--- config.mk ---
export PLATFORM = sky130hd
export DESIGN_NAME = i_ddr_deser_flat
export DESIGN_NICKNAME = d
export VERILOG_FILES = /design/src/rtl/i_ddr_deser_if.sv /design/src/rtl/i_ddr_deser.sv /design/src/flat_wrapper.sv
export SDC_FILE = /design/constraint.sdc
export NUM_CORES = 1
export LEC_CHECK = 0
export ABC_AREA = 1
export CORE_AREA = 2 2 39 41
export CTS_BUF_LIST = sky130_fd_sc_hd__clkbuf_8
export DETAILED_ROUTE_END_ITERATION = 16
export DIE_AREA = 0 0 41 43
export GPL_TIMING_DRIVEN = 0
export PLACE_DENSITY = 0.62
export SLEW_MARGIN = 15
export SYNTH_ARGS = -nofsm -noshare
export SYNTH_HDL_FRONTEND = slang
export SYNTH_SLANG_ARGS = --single-unit
--- constraint.sdc ---
create_clock -name C -period 1.2 [get_ports C]
set_input_delay 0.18 -clock C [delete_from_list [all_inputs] [get_ports C]]
set_output_delay 0.18 -clock C [all_outputs]
set_load 0.02 [all_outputs]
--- src/rtl/i_ddr_deser_if.sv ---
// Parallel-side bundle of the DDR input deserializer: serial data, enable and
// slip request in; deserialized word and its strobe out.
interface i_ddr_deser_if #(
  parameter int WIDTH = 4
);
  logic             D;
  logic             E;
  logic             BITSLIP;
  logic [WIDTH-1:0] Q;
  logic             DV;

  modport master (output D, output E, output BITSLIP, input  Q, input  DV);
  modport slave  (input  D, input  E, input  BITSLIP, output Q, output DV);
endinterface

--- src/rtl/i_ddr_deser.sv ---
// DDR input deserializer. D is sampled on both edges of C, pairs of bits are
// pushed into a WIDTH+1 bit shift register on rising C, and a WIDTH-bit window
// is published every WIDTH/2 shifting edges. The spare SR bit lets BITSLIP
// move the window one bit older (PHASE=1) without reshuffling stored data.
// WIDTH must be even, 4..16.
module i_ddr_deser #(
  parameter int WIDTH = 4
) (
  input  logic          C,
  input  logic          R,
  i_ddr_deser_if.slave  bus
);

  localparam int HALF = WIDTH / 2;
  localparam int CW   = (HALF > 1) ? $clog2(HALF) : 1;
  localparam logic [CW-1:0] CNT_LAST = CW'(HALF - 1);

  logic             r_pos;
  logic             r_neg;
  logic             r_prime;
  logic [WIDTH:0]   r_sr;
  logic [CW-1:0]    r_cnt;
  logic             r_phase;
  logic [WIDTH-1:0] r_q;
  logic             r_dv;

  logic [WIDTH:0]   w_sr_nxt;
  logic             w_phase_nxt;
  logic             w_adv;
  logic             w_wrap;
  logic [WIDTH-1:0] w_win;

  // Next-state of the shifting datapath; only consumed on shifting edges.
  // The pair captured last cycle enters at the top, POS being the older bit.
  assign w_sr_nxt    = {r_neg, r_pos, r_sr[WIDTH:2]};
  assign w_phase_nxt = r_phase ^ bus.BITSLIP;
  // A slip out of PHASE=0 costs one edge: the counter holds so the word
  // period stretches by two bits while the window steps back by one.
  assign w_adv       = !(bus.BITSLIP && !r_phase);
  assign w_wrap      = w_adv && (r_cnt == CNT_LAST);
  assign w_win       = w_phase_nxt ? w_sr_nxt[WIDTH-1:0] : w_sr_nxt[WIDTH:1];

  // Falling-edge capture: the later bit of each pair.
  always_ff @(negedge C or negedge R) begin
    if (!R)         r_neg <= 1'b0;
    else if (bus.E) r_neg <= bus.D;
  end

  // Rising-edge capture, shift, word count, slip and word publish.
  always_ff @(posedge C or negedge R) begin
    if (!R) begin
      r_pos   <= 1'b0;
      r_prime <= 1'b0;
      r_sr    <= '0;
      r_cnt   <= '0;
      r_phase <= 1'b0;
      r_q     <= '0;
      r_dv    <= 1'b0;
    end else begin
      r_dv <= 1'b0;
      if (bus.E) begin
        r_pos   <= bus.D;
        r_prime <= 1'b1;
        // The first enabled edge only primes POS; NEG is not valid yet.
        if (r_prime) begin
          r_sr    <= w_sr_nxt;
          r_phase <= w_phase_nxt;
          if (w_adv) r_cnt <= (r_cnt == CNT_LAST) ? '0 : r_cnt + 1'b1;
          if (w_wrap) begin
            r_q  <= w_win;
            r_dv <= 1'b1;
          end
        end
      end
    end
  end

  assign bus.Q  = r_q;
  assign bus.DV = r_dv;

endmodule
--- src/flat_wrapper.sv ---
// flat-port wrapper written by rule: the top's interface ports become plain ports
module i_ddr_deser_flat 
#(
  parameter int WIDTH = 4
)
  (C, R, bus_D, bus_E, bus_BITSLIP, bus_Q, bus_DV);
  i_ddr_deser_if #(.WIDTH(WIDTH)) bus_i ();
  input  logic C;
  input  logic R;
  input wire logic [$bits(bus_i.D)-1:0] bus_D;
  input wire logic [$bits(bus_i.E)-1:0] bus_E;
  input wire logic [$bits(bus_i.BITSLIP)-1:0] bus_BITSLIP;
  output wire logic [$bits(bus_i.Q)-1:0] bus_Q;
  output wire logic [$bits(bus_i.DV)-1:0] bus_DV;
  assign bus_i.D = bus_D;
  assign bus_i.E = bus_E;
  assign bus_i.BITSLIP = bus_BITSLIP;
  assign bus_Q = bus_i.Q;
  assign bus_DV = bus_i.DV;
  i_ddr_deser #(.WIDTH(WIDTH)) u_core (.C(C), .R(R), .bus(bus_i));
endmodule
==> flow_summary.ini, run 1 <==
[global_route]
grt_start_max_net_pins = 14
antenna_found_initial = 0
grt-ovfl-total = 0
grt_use_total_pct = 13.9
grt_pass1_vias = 380
grt_pass1_wl_um = 1610

[flow_run]
max_cap_viol_count = 0

[floorplanning]
ios = 10
die_w_um = 41
initial_core_util_pct = 40.6
fp.coreArea_um2 = 1380
die-area_um2 = 1760
fp.dieH_um = 43
core.rowCount = 14

[cells_and_area]
layout.nets = 83
final_cell_area_um2 = 723
fill_cells = 136
instances_no_fill = 92
area_growth_pct = 28.7
drive_gt1_share_pct = 14.5
diodes = 0

[synth]
synthCells = 62
yosys_warnings = 0
synth.distinct_cells = 13
synth_top_area_share_pct = 53.5
synthesis.nets = 68
synth_top_flop_cell = dfrtp_1
synthAdderAreaFrac_pct = 2.23
seq_area_frac_synth_pct = 57.9
synth_mux_area_share_pct = 0
synth_top_family_by_area = simple AND/OR/NAND/NOR gates
avgSynthCellArea_um2 = 9.06
synth_common_cells = 26 x nand2_1, 12 x dfrtp_1, 6 x inv_1
synth-compound-area-share_pct = 4.45
yosysMostFrequentCell = nand2_1
yosys.area.top_type = dfrtp_1
synth-edff-count = 0
async_flop_share_pct = 100
synth-simple-area-share_pct = 31.4
synth_area_um2 = 562
synth_seq_cells = 13
synthXorXnorAreaFrac_pct = 0
synth_area_leaders = dfrtp_1 53%, nand2_1 17%, dfrtn_1 4.5%

[route]
routed_via_density = 4.67
route.vias.total = 430
wl_per_cell_um = 10.6
drtIter0Drc = 14
dr.pass1.iters = 4
ant_nets = 0
drc = 0
wirelength_um = 976

[placement]
dp_cells = 87
gp_congestion = 0.761
io_buffers = 9
dpl_cell_area_um2 = 672
dp_hpwl_um = 671

[clock_network]
cts_root_buf = clkbuf_8
h-tree-depth = 1
cts_buffers = 3
insertion_delay_ns = 0.26
clk_pin_slew_ns = 0.06
cts_sinks = 13
cts_tree = done
clockBufferDepth = 2

[power_and_ir_drop]
pwr-share-clk_pct = 26.2
swShare_pct = 33.8
pwr-share-seq_pct = 42.8
power-per-cell-area_nw_per_um2 = 2010
p_leak_nw = 0.392
ir_drop_mv = 0.851
pwr-share-comb_pct = 31.0
intPower_mw = 0.962
p_sw_mw = 0.491

[worst_setup_path]
max_stage_delay_ns = 0.40
reg2reg_to = u_core.bus.Q[3]
critical_path_depth = 4
cp_top_family = flip-flops
path_class = reg2reg
path_buf_inv = 0
rr_startpoint = u_core.r_neg
crit_path_cell_trace = nand2_1, nand2_1, nand3_1, nand2_1
crit_top_cell = nand2_1
rr_worst_depth = 4
cp-start-kind = flop
end_kind = flop
rrSetupSlack_ns = -0.12
cp_max_fo = 2
cp_slowest_cell = dfrtn_1
worstPathArrival_ns = 1.50
worstPathRequired_ns = 1.38

[sta]
final_hold_viol_count = 0
maxSlewHeadroom_pct = 61.3
tightest_slew_ns = 0.581
fin_tns_setup_ns = -0.175
setup_ws_ns = -0.121
setup-violations-final = 2
fin_worst_skew_ns = 0.0195
rsz0062_at_grt = true
drv_slew = 0

[outcome]
violations = setup timing
outcome = finished with violations

[min_path]
hold_class = in2async
-- power groups by stage --
| stage | Clock, mW | Combinational, mW | Sequential [mW] |
|---|---|---|---|
| after floorplan | 0 | 0.183 | 0.712 |
| after global placement | 0 | 0.474 | 0.628 |
| after detailed placement | 0 | 0.477 | 0.631 |
| after CTS | 0.394 | 0.428 | 0.623 |
| after global routing | 0.417 | 0.505 | 0.637 |
| final | 0.381 | 0.450 | 0.622 |
-- routing by layer --
layer  wire (µm)  track usage, %
met1         486            19.2
met2         442            19.4
met3          46            3.14
met4           0            8.00
met5           0               0
-- kinds of logic (layout without fill, tap and decap cells) --
logic type,after synthesis,in the layout
DFF,13,13
buffers and inverters,6,20
and+or+nand+nor,37,37
AOI/OAI and AO/OA,5,5
adders and majority gates,1,1
-- worst max path at each step --
stage | endpoint | from
after global placement | u_core.r_neg | bus_E
after global routing | u_core.bus.Q[3] | u_core.r_neg
after floorplan | u_core.bus.Q[3] | u_core.r_neg
after detailed placement | u_core.r_neg | bus_E
final | u_core.bus.Q[3] | u_core.r_neg
after CTS | u_core.bus.Q[3] | u_core.r_neg
-- area by class of cell --
class                   count  area [µm²]  area share (%)
clock inverters             1        3.75           0.519
flip-flops and latches     13         325            45.0
multi-input cells          43         226            31.3
repair buffers             10        83.8            11.6
well taps                  16        20.0            2.77
inverters                   6        22.5            3.11
clock buffers               3        41.3            5.71
-- worst reg2reg max path: stages (launching register included) --
cell and delay, ns:
dfrtn_1 0.40, nand2_1 0.05, nand2_1 0.06, nand3_1 0.06, nand2_1 0.07
-- placed cells by master, fill, tap and decap left out, drive strengths merged, types with 3 or more instances in the layout --
cell / instances
clkbuf: 4
dfrtp: 12
dlygate4sd2: 7
inv: 7
nand2: 27
nand3: 5
nor2: 3
o21ai: 5
-- metrics by stage --
step                setup slack, ns  hold slack [ns]  power, mW  utilization, %
floorplan                   -0.0560           -0.116      0.895               -
global route                 -0.169            0.102       1.56            52.3
CTS                          -0.127           0.0688       1.44            51.3
finish                       -0.121           0.0433       1.45            52.3
detailed placement           -0.493            0.468       1.11            48.6
global placement             -0.493            0.460       1.10            48.6
-- flip-flops by register name (all words and copies together), names as in the netlist --
register,count
u_core.bus.DV,1
u_core.bus.Q,4
u_core.r_cnt,1
u_core.r_neg,1
u_core.r_phase,1
u_core.r_pos,1
u_core.r_prime,1
u_core.r_sr,3
-- timing repair --
action	4_1_cts	5_1_grt
buffers inserted	0	1
hold buffers	0	0
pin swaps	1	1
endpoints found under the setup margin	13	7
resized for setup	10	4
(Power assumes the default switching activity.)
==> run 2: changes to the inputs <==
Clock period 1.2 ns to 1.5 ns, I/O delays scaled along.
==> flow_summary.ini, run 2 (synthesized netlist as in run 1, its figures left out) <==
[worst_setup_path]
crit_top_cell = nand2_1
worstPathRequired_ns = 1.68
end_kind = flop
critical_path_depth = 4
worstPathArrival_ns = 1.67
rr_worst_depth = 4
cp-start-kind = flop
crit_path_cell_trace = nand2_1, nand2_1, nand3_1, nand2_1
path_buf_inv = 0
cp_max_fo = 2
path_class = reg2reg
max_stage_delay_ns = 0.40
cp_slowest_cell = dfrtn_1
cp_top_family = flip-flops

[global_route]
grt_pass1_vias = 378
grt-ovfl-total = 0
grt_pass1_wl_um = 1610
grt_use_total_pct = 14.0
grt_start_max_net_pins = 14
antenna_found_initial = 0

[placement]
io_buffers = 9
dp_hpwl_um = 703
dp_cells = 87
gp_congestion = 0.796

[power_and_ir_drop]
swShare_pct = 32.7
p_sw_mw = 0.386
pwr-share-seq_pct = 42.1
pwr-share-comb_pct = 32.3
ir_drop_mv = 1.03
pwr-share-clk_pct = 25.6
p_leak_nw = 0.370
intPower_mw = 0.793
power-per-cell-area_nw_per_um2 = 1650

[floorplanning]
core.rowCount = 14
fp.dieH_um = 43
ios = 10
die_w_um = 41
initial_core_util_pct = 40.6
fp.coreArea_um2 = 1380
die-area_um2 = 1760

[cells_and_area]
area_growth_pct = 27.4
mostFrequentLayoutCell = nand2_1
final_cell_mix = 26 x nand2_1, 12 x dfrtp_1, 8 x clkdlybuf4s50_1, 7 x inv_1, 5 x nand3_1
drive_gt1_share_pct = 9.33
instances_no_fill = 91
diodes = 0
largest_register_ffs = 4
fill_cells = 142
layout.nets = 82

[clock_network]
cts_buffers = 3
cts_tree = done
cts_root_buf = clkbuf_8
h-tree-depth = 1
insertion_delay_ns = 0.26
cts-hold-fix-buffers = 0
clk_pin_slew_ns = 0.05
cts_sinks = 13
clockBufferDepth = 2

[min_path]
hold_class = in2async

[route]
route.vias.total = 421
drtIter0Drc = 7
dr.pass1.iters = 4
drc = 0
wl_per_cell_um = 10.6
routed_via_density = 4.63
ant_nets = 0
wirelength_um = 964

[sta]
fin_worst_skew_ns = 0.0185
hold-worst-slack_ns = 0.348
maxSlewHeadroom_pct = 61.9
setup-violations-final = 0
rsz0062_at_grt = true
final_hold_viol_count = 0
drv_slew = 0
tightest_slew_ns = 0.569

[outcome]
outcome = finished clean

[flow_run]
max_cap_viol_count = 0
==> run 2: final timing paths <==
check                                start         endpoint  slack [ns]
setup / recovery              u_core.r_neg  u_core.bus.Q[3]        0.01
hold / removal                           R  u_core.bus.Q[1]        0.35
setup reg to reg              u_core.r_neg  u_core.bus.Q[3]        0.01
hold reg to reg            u_core.bus.Q[2]  u_core.bus.Q[2]        0.48
max in group asynchronous                R     u_core.r_neg        0.13
min in group C             u_core.bus.Q[2]  u_core.bus.Q[2]        0.48
==> run 2: final cells by class <==
cell class | instances | area [µm²] | area share (%)
flip-flops and latches | 13 | 325 | 45.5
repair buffers | 9 | 88.8 | 12.4
inverters | 6 | 22.5 | 3.15
clock buffers | 3 | 41.3 | 5.77
multi-input cells | 43 | 214 | 29.9
clock inverters | 1 | 3.75 | 0.524
well taps | 16 | 20.0 | 2.80
==> run 2: metal layers <==
layer	vias up	routed length, µm	GRT usage [%]
met5	-	0	0
met4	0	21	8.00
met3	2	48	4.71
met2	10	383	17.2
met1	185	510	20.9
li1	224	-	-
==> run 2: stage by stage <==
| stage | area, µm² | util, % | TNS [ns] | setup slack [ns] | total power, mW |
|---|---|---|---|---|---|
| final | 716 | 51.7 | 0 | 0.00991 | 1.18 |
| after floorplan | 562 | - | 0 | 0.0940 | 0.715 |
| after detailed placement | 672 | 48.6 | -0.617 | -0.413 | 0.888 |
| after CTS | 716 | 51.7 | -0.00297 | -0.00297 | 1.19 |
| after global placement | 672 | 48.6 | -0.594 | -0.387 | 0.878 |
| after global routing | 716 | 51.7 | -0.0665 | -0.0665 | 1.26 |
==> run 2: what timing repair did <==
item,CTS,global route
setup buffers,0,0
endpoints found under the setup margin,2,2
gates resized for setup,1,1
pin swaps,2,1
==> run 2: power groups by stage <==
stage	sequential [mW]	clock [mW]	combinational (mW)
final	0.496	0.302	0.381
after global routing	0.510	0.329	0.425
after CTS	0.499	0.309	0.385
after detailed placement	0.504	0	0.384
after global placement	0.499	0	0.379
after floorplan	0.569	0	0.146
